$ cat config.mk
export PLATFORM = sky130hd
export DESIGN_NAME = alu_issue
export DESIGN_NICKNAME = d
export VERILOG_FILES = /design/src/rtl/alu_issue.sv
export SDC_FILE = /design/constraint.sdc
export NUM_CORES = 1
export LEC_CHECK = 0
export ABC_AREA = 1
export CORE_MARGIN = 3
export CORE_UTILIZATION = 45
export DETAILED_ROUTE_END_ITERATION = 8
export PLACE_DENSITY = 0.79
export SYNTH_ARGS = -nofsm -noshare
export SYNTH_HDL_FRONTEND = slang
export SYNTH_SLANG_ARGS = --single-unit
$ cat constraint.sdc
create_clock -name clk -period 2.5 [get_ports clk]
set_input_delay 0.375 -clock clk [delete_from_list [all_inputs] [get_ports clk]]
set_output_delay 0.375 -clock clk [all_outputs]
set_load 0.01 [all_outputs]
$ cat src/rtl/alu_issue.sv
// Single-issue RV32I integer/branch sequencer: decodes one instruction, drives an
// external registered ALU for one cycle and hands the result to writeback.
module alu_issue #(
    parameter int XLEN = 32
) (
    input  logic            clk,
    input  logic            reset,
    input  logic            in_valid,
    output logic            in_ready,
    input  logic [31:0]     instr,
    input  logic [XLEN-1:0] pc,
    input  logic [XLEN-1:0] rs1_val,
    input  logic [XLEN-1:0] rs2_val,
    output logic            alu_req,
    output logic [4:0]      alu_op,
    output logic [XLEN-1:0] alu_lhs,
    output logic [XLEN-1:0] alu_rhs,
    input  logic [XLEN-1:0] alu_res,
    output logic            out_valid,
    input  logic            out_ready,
    output logic [4:0]      out_rd,
    output logic [XLEN-1:0] out_data,
    output logic            out_we,
    output logic            out_taken,
    output logic            out_illegal
);

    localparam logic [1:0] S_IDLE = 2'd0;
    localparam logic [1:0] S_EXEC = 2'd1;
    localparam logic [1:0] S_CAPT = 2'd2;
    localparam logic [1:0] S_OUT  = 2'd3;

    localparam logic [4:0] OP_ADD = 5'd0,  OP_SUB = 5'd1,  OP_SLL = 5'd2,  OP_SLT = 5'd3;
    localparam logic [4:0] OP_SLTU = 5'd4, OP_XOR = 5'd5,  OP_SRL = 5'd6,  OP_SRA = 5'd7;
    localparam logic [4:0] OP_OR = 5'd8,   OP_AND = 5'd9,  OP_EQ = 5'd10,  OP_NEQ = 5'd11;
    localparam logic [4:0] OP_LT = 5'd12,  OP_GE = 5'd13,  OP_LTU = 5'd14, OP_GEU = 5'd15;

    localparam logic [6:0] OPC_OP = 7'b0110011, OPC_IMM = 7'b0010011, OPC_LUI = 7'b0110111;
    localparam logic [6:0] OPC_AUIPC = 7'b0010111, OPC_BRANCH = 7'b1100011;

    // Shared funct3 -> ALU op mapping for OP and OP-IMM; alt selects SUB / SRA.
    function automatic logic [4:0] arith_op(input logic [2:0] f3, input logic alt);
        logic [4:0] op;
        case (f3)
            3'b000:  op = alt ? OP_SUB : OP_ADD;
            3'b001:  op = OP_SLL;
            3'b010:  op = OP_SLT;
            3'b011:  op = OP_SLTU;
            3'b100:  op = OP_XOR;
            3'b101:  op = alt ? OP_SRA : OP_SRL;
            3'b110:  op = OP_OR;
            default: op = OP_AND;
        endcase
        return op;
    endfunction

    logic [1:0]      state_q, state_d;
    logic [4:0]      alu_op_q, alu_op_d, out_rd_q, out_rd_d;
    logic [XLEN-1:0] alu_lhs_q, alu_lhs_d, alu_rhs_q, alu_rhs_d, out_data_q, out_data_d;
    logic            is_br_q, is_br_d, out_we_q, out_we_d;
    logic            out_taken_q, out_taken_d, out_illegal_q, out_illegal_d;

    logic [6:0]      f7_s;
    logic [2:0]      f3_s;
    logic [XLEN-1:0] imm_i_s, imm_u_s, imm_b_s, dec_lhs_s, dec_rhs_s;
    logic [4:0]      dec_op_s;
    logic            dec_legal_s, dec_br_s;

    assign f7_s    = instr[31:25];
    assign f3_s    = instr[14:12];
    assign imm_i_s = {{20{instr[31]}}, instr[31:20]};
    assign imm_u_s = {instr[31:12], 12'h000};
    assign imm_b_s = {{19{instr[31]}}, instr[31], instr[7], instr[30:25], instr[11:8], 1'b0};

    // Instruction decode into ALU op, operands and legality.
    always_comb begin
        dec_legal_s = 1'b0;
        dec_br_s    = 1'b0;
        dec_op_s    = OP_ADD;
        dec_lhs_s   = rs1_val;
        dec_rhs_s   = rs2_val;
        case (instr[6:0])
            OPC_OP: begin
                if ((f7_s == 7'b0000000) ||
                    ((f7_s == 7'b0100000) && ((f3_s == 3'b000) || (f3_s == 3'b101)))) begin
                    dec_legal_s = 1'b1;
                end else begin
                    dec_legal_s = 1'b0;
                end
                dec_op_s = arith_op(f3_s, instr[30]);
                if ((f3_s == 3'b001) || (f3_s == 3'b101)) begin
                    dec_rhs_s = {27'd0, rs2_val[4:0]};
                end else begin
                    dec_rhs_s = rs2_val;
                end
            end
            OPC_IMM: begin
                case (f3_s)
                    3'b001:  dec_legal_s = (f7_s == 7'b0000000);
                    3'b101:  dec_legal_s = (f7_s == 7'b0000000) || (f7_s == 7'b0100000);
                    default: dec_legal_s = 1'b1;
                endcase
                // Bit 30 is an immediate bit except for SRAI, so it only steers funct3 101.
                dec_op_s = arith_op(f3_s, (f3_s == 3'b101) && instr[30]);
                if ((f3_s == 3'b001) || (f3_s == 3'b101)) begin
                    dec_rhs_s = {27'd0, instr[24:20]};
                end else begin
                    dec_rhs_s = imm_i_s;
                end
            end
            OPC_LUI: begin
                dec_legal_s = 1'b1;
                dec_lhs_s   = 32'd0;
                dec_rhs_s   = imm_u_s;
            end
            OPC_AUIPC: begin
                dec_legal_s = 1'b1;
                dec_lhs_s   = pc;
                dec_rhs_s   = imm_u_s;
            end
            OPC_BRANCH: begin
                dec_br_s    = 1'b1;
                dec_legal_s = 1'b1;
                case (f3_s)
                    3'b000:  dec_op_s = OP_EQ;
                    3'b001:  dec_op_s = OP_NEQ;
                    3'b100:  dec_op_s = OP_LT;
                    3'b101:  dec_op_s = OP_GE;
                    3'b110:  dec_op_s = OP_LTU;
                    3'b111:  dec_op_s = OP_GEU;
                    default: dec_legal_s = 1'b0;
                endcase
            end
            default: dec_legal_s = 1'b0;
        endcase
    end

    // Sequencer next state and result/operand register updates.
    always_comb begin
        state_d       = state_q;
        alu_op_d      = alu_op_q;
        alu_lhs_d     = alu_lhs_q;
        alu_rhs_d     = alu_rhs_q;
        is_br_d       = is_br_q;
        out_rd_d      = out_rd_q;
        out_data_d    = out_data_q;
        out_we_d      = out_we_q;
        out_taken_d   = out_taken_q;
        out_illegal_d = out_illegal_q;
        case (state_q)
            S_IDLE: begin
                if (in_valid) begin
                    alu_op_d      = dec_op_s;
                    alu_lhs_d     = dec_lhs_s;
                    alu_rhs_d     = dec_rhs_s;
                    is_br_d       = dec_br_s;
                    out_rd_d      = instr[11:7];
                    out_illegal_d = !dec_legal_s;
                    out_taken_d   = 1'b0;
                    out_we_d      = dec_legal_s && !dec_br_s && (instr[11:7] != 5'd0);
                    // Branch target is known at decode; CAPT then only supplies the condition.
                    out_data_d    = (dec_legal_s && dec_br_s) ? (pc + imm_b_s) : 32'd0;
                    state_d       = dec_legal_s ? S_EXEC : S_OUT;
                end else begin
                    state_d = S_IDLE;
                end
            end
            S_EXEC: state_d = S_CAPT;
            S_CAPT: begin
                if (is_br_q) begin
                    out_taken_d = alu_res[0];
                end else begin
                    out_data_d = alu_res;
                end
                state_d = S_OUT;
            end
            S_OUT: begin
                if (out_ready) begin
                    state_d = S_IDLE;
                end else begin
                    state_d = S_OUT;
                end
            end
            default: state_d = S_IDLE;
        endcase
    end

    // State and datapath registers with synchronous reset.
    always_ff @(posedge clk) begin
        if (reset) begin
            state_q       <= S_IDLE;
            alu_op_q      <= 5'd0;
            alu_lhs_q     <= 32'd0;
            alu_rhs_q     <= 32'd0;
            is_br_q       <= 1'b0;
            out_rd_q      <= 5'd0;
            out_data_q    <= 32'd0;
            out_we_q      <= 1'b0;
            out_taken_q   <= 1'b0;
            out_illegal_q <= 1'b0;
        end else begin
            state_q       <= state_d;
            alu_op_q      <= alu_op_d;
            alu_lhs_q     <= alu_lhs_d;
            alu_rhs_q     <= alu_rhs_d;
            is_br_q       <= is_br_d;
            out_rd_q      <= out_rd_d;
            out_data_q    <= out_data_d;
            out_we_q      <= out_we_d;
            out_taken_q   <= out_taken_d;
            out_illegal_q <= out_illegal_d;
        end
    end

    assign in_ready    = (state_q == S_IDLE);
    assign alu_req     = (state_q == S_EXEC);
    assign out_valid   = (state_q == S_OUT);
    assign alu_op      = alu_op_q;
    assign alu_lhs     = alu_lhs_q;
    assign alu_rhs     = alu_rhs_q;
    assign out_rd      = out_rd_q;
    assign out_data    = out_data_q;
    assign out_we      = out_we_q;
    assign out_taken   = out_taken_q;
    assign out_illegal = out_illegal_q;

endmodule

==> results of run 1 <==
sequential cells by signal, summed over array words and instances (netlist names):
register and count:
out_taken 1, alu_lhs 32, out_we 1, out_illegal 1, is_br_q 1, state_q 2, alu_op 4, out_data 32
out_rd 5, alu_rhs 32
layer usage:
metal | track usage | vias up
met4 | 0.0831 | 0
met5 | 0 | -
met3 | 0.0529 | 33
met1 | 0.406 | 4009
met2 | 0.469 | 331
li1 | - | 4524
report_power, final:
group	switching (mW)	leakage, nW	internal [mW]
clock network	0.781	0.155	0.813
logic	1.13	4.44	1.10
registers	0.119	0.916	2.00
cells by family (layout without fill, tap and decap cells):
group                      Yosys count  after routing  synth area share
and+or+nand+nor                    541            541             0.294
buffers and inverters              267            583             0.142
AOI/OAI and AO/OA                  256            256             0.201
DFF                                111            111             0.297
adders and majority gates           31             31            0.0529
xor gates and xnor gates            11             11            0.0129
other                                1              1          0.000502
layout make-up:
class                   count  area, um^2  share of cell area
multi-input cells         840        4200               0.375
repair buffers            353        3390               0.302
flip-flops and latches    111        2220               0.198
inverters                 214         805              0.0718
well taps                 216         270              0.0241
clock buffers               9         225              0.0201
clock inverters             7         101             0.00904
worst reg2reg max path, cell delays in order, from the launching register on:
cell and delay (ps):
dfxtp_1 420, nand2_1 110, inv_2 330, a21oi_2 120
inv_2 390, o21ai_0 200, a21oi_1 170
cell usage in the layout, fill, tap and decap left out, types with 5 or more instances in the layout:
master / n
nand2_1: 362
clkdlybuf4s50_1: 274
inv_1: 203
dfxtp_1: 111
a21oi_1: 99
nor2_1: 91
o21ai_0: 77
buf_4: 75
nand3_1: 55
o221ai_1: 32
ha_1: 30
a31oi_1: 21
inv_2: 10
xor2_1: 9
o211ai_1: 9
clkbuf_16: 9
nand4_1: 6
nor3_1: 6
o22ai_1: 5
worst max-delay path by stage:
stage                   end  cells past startpoint       from  slack, ps
6_report        out_data[9]                     10      pc[1]        280
5_1_grt        out_data[26]                     14  instr[31]        140
4_1_cts         out_data[9]                     10      pc[1]        290
3_5_place_dp    out_data[9]                     10      pc[1]        -60
3_3_place_gp   out_data[17]                     10      pc[1]        -60
2_1_floorplan  out_data[13]                      9   instr[8]        580
==> metrics.yaml, run 1 <==
status: "completed"
synth_seq_cells: 111
drc: 0
syn_area_mm2: 0.00747
dpl.hpwl_mm: 21.7
synth_edf_count: 0
fin_area_mm2: 0.0112
syn_inst: 1218
yosysWarnings: 0
rr_startpoint: "state_q[1]"
whs_ps: 469
io-pin-count: 276
row_count: 46
cts_sinks: 111
grt_pass1_wl_mm: 42.9
wl_per_cell_um: 15.7
antennaDiodeCount: 0
hold_start: "alu_op[2]"
hold_buffers: 0
crit_type: "input pin to flop"
fin_util: 0.698
dr_wl_met2_mm: 12.4
postRouteAntennaNets: 0
routed_wl_mm: 27.4
power.leakage_nw: 5.51
post-cts-setup-buffer-count: 0
clock.fmax_mhz: 451
power_mw: 5.95
holdPathEnd: "alu_op[2]"
wl_met1_mm: 12.4
first_pass_iters: 5
start_util: 0.465
min_period_ps: 2220
yosysMostFrequentCell: "nand2_1"
fin_setup_tns_ps: 0
synth-async-reset-ratio: 0
syn_avg_cell_area_um2: 6.14
place_area_mm2: 0.0109
hold_violations: 0
r2r_slack_ps: 680
skew_ps: 15.4
hold_depth: 2
wl_met3_mm: 2.00
final_layout_size_suffix_gt1_frac: 0.0802
htreeDepth: 3
nFillCells: 1429
root_buffer: "clkbuf_16"
ys_top_cells_by_count: "nand2_1, inv_1, dfxtp_1, a21oi_1, nor2_1"
dp_slack_ps: -59.6
worstReg2RegEnd: "out_data[26]"
reg2reg_depth: 6
critical_path_required_ps: 2790
worstSkewPairLatency_ps: 360
antenna_found_initial: 0
rsz0062_at_grt: "false"
cts_resized: 0
cp_cell_sequence: "clkdlybuf4s50_1, ha_1, fa_1, nand3_1, nand3_1, a21oi_1, buf_4, xnor2_1, nand2_1, a21oi_1"
worst_pin_slew_ps: 506
grt_max_degree: 62
path_clk_slew_ps: 80
grt_overflow: 0
syn_to_final_growth_pct: 50.0
place_congestion: 0.974
cp_num_buf_inv: 2
place_inst: 1734
portBuffers: 274
crit_path_end_kind: "flop"
yosysSeqAreaShare: 0.297
cp-start-kind: "input pin"
cts_tree: "done"
layout.nets: 1724
highest-signal-layer: "met4"
vdd_drop_max_mv: 0.405
first_iter_violations: 566
synth.distinct_cells: 42
cp_top_family: "adder cells"
synth_top_area_share: 0.297
grt_pass1_vias: 8245
timing.final.ws_setup_ps: 282
track_usage: 0.293
die_x_um: 135
fin_crit_sh: 0.887
routed-via-count: 8897
synth_nets: 1413
yosys_most_used_dff: "dfxtp_1"
cts_buffers: 9
die_area_mm2: 0.0182
synthTopCellsByArea: "dfxtp_1, nand2_1, inv_1, a21oi_1, o21ai_0"
fp.dieH_um: 135
arrival_ps: 2500
instances_no_fill: 1750
maxCapViolations: 0
hp-class: "flop to flop"
clk_path_buf_depth: 2
maxSlewViolCount: 0
setup_viol: 0
cp_slowest_stage_delay_ps: 460
slowest_stage: "clkdlybuf4s50_1"
core-area_mm2: 0.0161
slew_headroom: 0.662
yosysTopAreaCell: "dfxtp_1"
power_density_mw_per_mm2: 531
path_max_fanout: 5
vias_per_cell: 5.08
Power figures use the tool's default switching activity.
==> run 2: changes to the inputs <==
--- a/config.mk
+++ b/config.mk
@@ -6,7 +6,8 @@
 export NUM_CORES = 1
 export LEC_CHECK = 0
 export ABC_AREA = 1
-export CORE_MARGIN = 3
+export CAP_MARGIN = 40
+export CORE_MARGIN = 1.5
 export CORE_UTILIZATION = 45
 export DETAILED_ROUTE_END_ITERATION = 8
 export PLACE_DENSITY = 0.79
==> metrics.yaml, run 2 (synthesis gave the netlist of run 1 again) <==
layout_commonest_cell: "nand2_1"
fin_util: 0.690
rsz0062_at_grt: "false"
vdd_drop_max_mv: 0.355
row_count: 46
first_iter_violations: 706
place_inst: 1716
cp_num_buf_inv: 3
start_util: 0.465
grt_max_degree: 102
cts_sinks: 111
grt_pass1_wl_mm: 43.9
skew_ps: 6.24
clock.fmax_mhz: 448
cp_slowest_stage_delay_ps: 440
dp_slack_ps: -77.4
final_layout_size_suffix_gt1_frac: 0.0686
place_congestion: 0.930
crit_type: "input pin to flop"
maxCapViolations: 0
r2r_slack_ps: 650
portBuffers: 274
power_density_mw_per_mm2: 532
layout.nets: 1706
die_area_mm2: 0.0174
antennaDiodeCount: 0
syn_to_final_growth_pct: 48.2
root_buffer: "clkbuf_16"
fin_crit_sh: 0.892
drc: 0
cts_resized: 0
crit_path_end_kind: "flop"
final_cell_mix: "nand2_1, clkdlybuf4s50_1, inv_1"
io-pin-count: 276
maxSlewViolCount: 0
status: "completed"
post-cts-setup-buffer-count: 0
fin_setup_tns_ps: 0
postRouteAntennaNets: 0
cp_top_family: "simple AND/OR/NAND/NOR gates"
worstSkewPairLatency_ps: 360
wl_per_cell_um: 15.8
slowest_stage: "clkdlybuf4s50_1"
clk_path_buf_depth: 2
path_max_fanout: 21
power_mw: 5.90
grt_overflow: 0
slew_headroom: 0.624
arrival_ps: 2530
first_pass_iters: 7
grt_pass1_vias: 8486
track_usage: 0.312
setup_viol: 0
fin_area_mm2: 0.0111
hold_buffers: 0
fp.dieH_um: 132
die_x_um: 132
cts_tree: "done"
hp-class: "flop to flop"
cp_cell_sequence: "clkdlybuf4s50_1, buf_12, ha_1, nand2_1, nor2_1, inv_1, nor2_1, and2_1, nand2_1, nand3_1, nand3_1, a21oi_1"
power.leakage_nw: 5.42
whs_ps: 470
path_clk_slew_ps: 80
cts_buffers: 9
place_area_mm2: 0.0108
routed-via-count: 8931
htreeDepth: 3
timing.final.ws_setup_ps: 269
antenna_found_initial: 0
dpl.hpwl_mm: 21.4
routed_wl_mm: 27.4
critical_path_required_ps: 2800
min_period_ps: 2230
cp-start-kind: "input pin"
worst_pin_slew_ps: 563
core-area_mm2: 0.0161
hold_violations: 0
instances_no_fill: 1732
vias_per_cell: 5.16
==> run 2: report_power, final <==
part	internal [mW]	total, mW	switching [mW]
Sequential	2.00	2.12	0.119
Combinational	1.08	2.21	1.13
Clock	0.829	1.56	0.734
Total	3.91	5.90	1.98
==> run 2: per-layer routing <==
layer  GRT usage  wire length [um]  vias up
met5           0                 0        -
met2       0.510             12500      346
met4      0.0994               705        0
met1       0.414             12200     4055
met3      0.0596              2000       47
li1            -                 -     4483
==> run 2: layout make-up <==
cell class | count | area (um^2)
sequential | 111 | 2220
clock inverter | 5 | 75.1
timing repair buffer | 335 | 3260
inverter | 214 | 805
tap | 216 | 270
fill | 1447 | 4980
multi-input combinational | 840 | 4200
clock buffer | 11 | 243
==> run 2: worst register-to-register path: stages (launching register included) <==
cell and delay (ps):
dfxtp_1 410, nor2_1 100, nand2_1 110, clkinv_2 260, a21oi_2 260, inv_2 260, o21ai_0 260, a31oi_1 60
==> run 2: path summary, 6_finish.rpt <==
check,start,end,cells past startpoint
hold / removal,alu_rhs[10],alu_rhs[10],2
hold reg to reg,alu_rhs[10],alu_rhs[10],2
setup / recovery,instr[31],out_data[29],12
setup reg to reg,state_q[1],out_data[0],7
==> run 3: changes to the inputs <==
==> constraint.sdc (replaced) <==
create_clock -name clk -period 2.5 [get_ports clk]
set_input_delay 0.375 -clock clk [delete_from_list [all_inputs] [get_ports clk]]
set_output_delay 0.375 -clock clk [all_outputs]
set_load 0.02 [all_outputs]
==> results of run 3 <==
Same layout as run 2 (identical final DEF). Status: completed.
Among the figures that moved: total power 5.90 mW -> 6.07 mW; worst IR drop on VDD 0.355 mV -> 0.359 mV
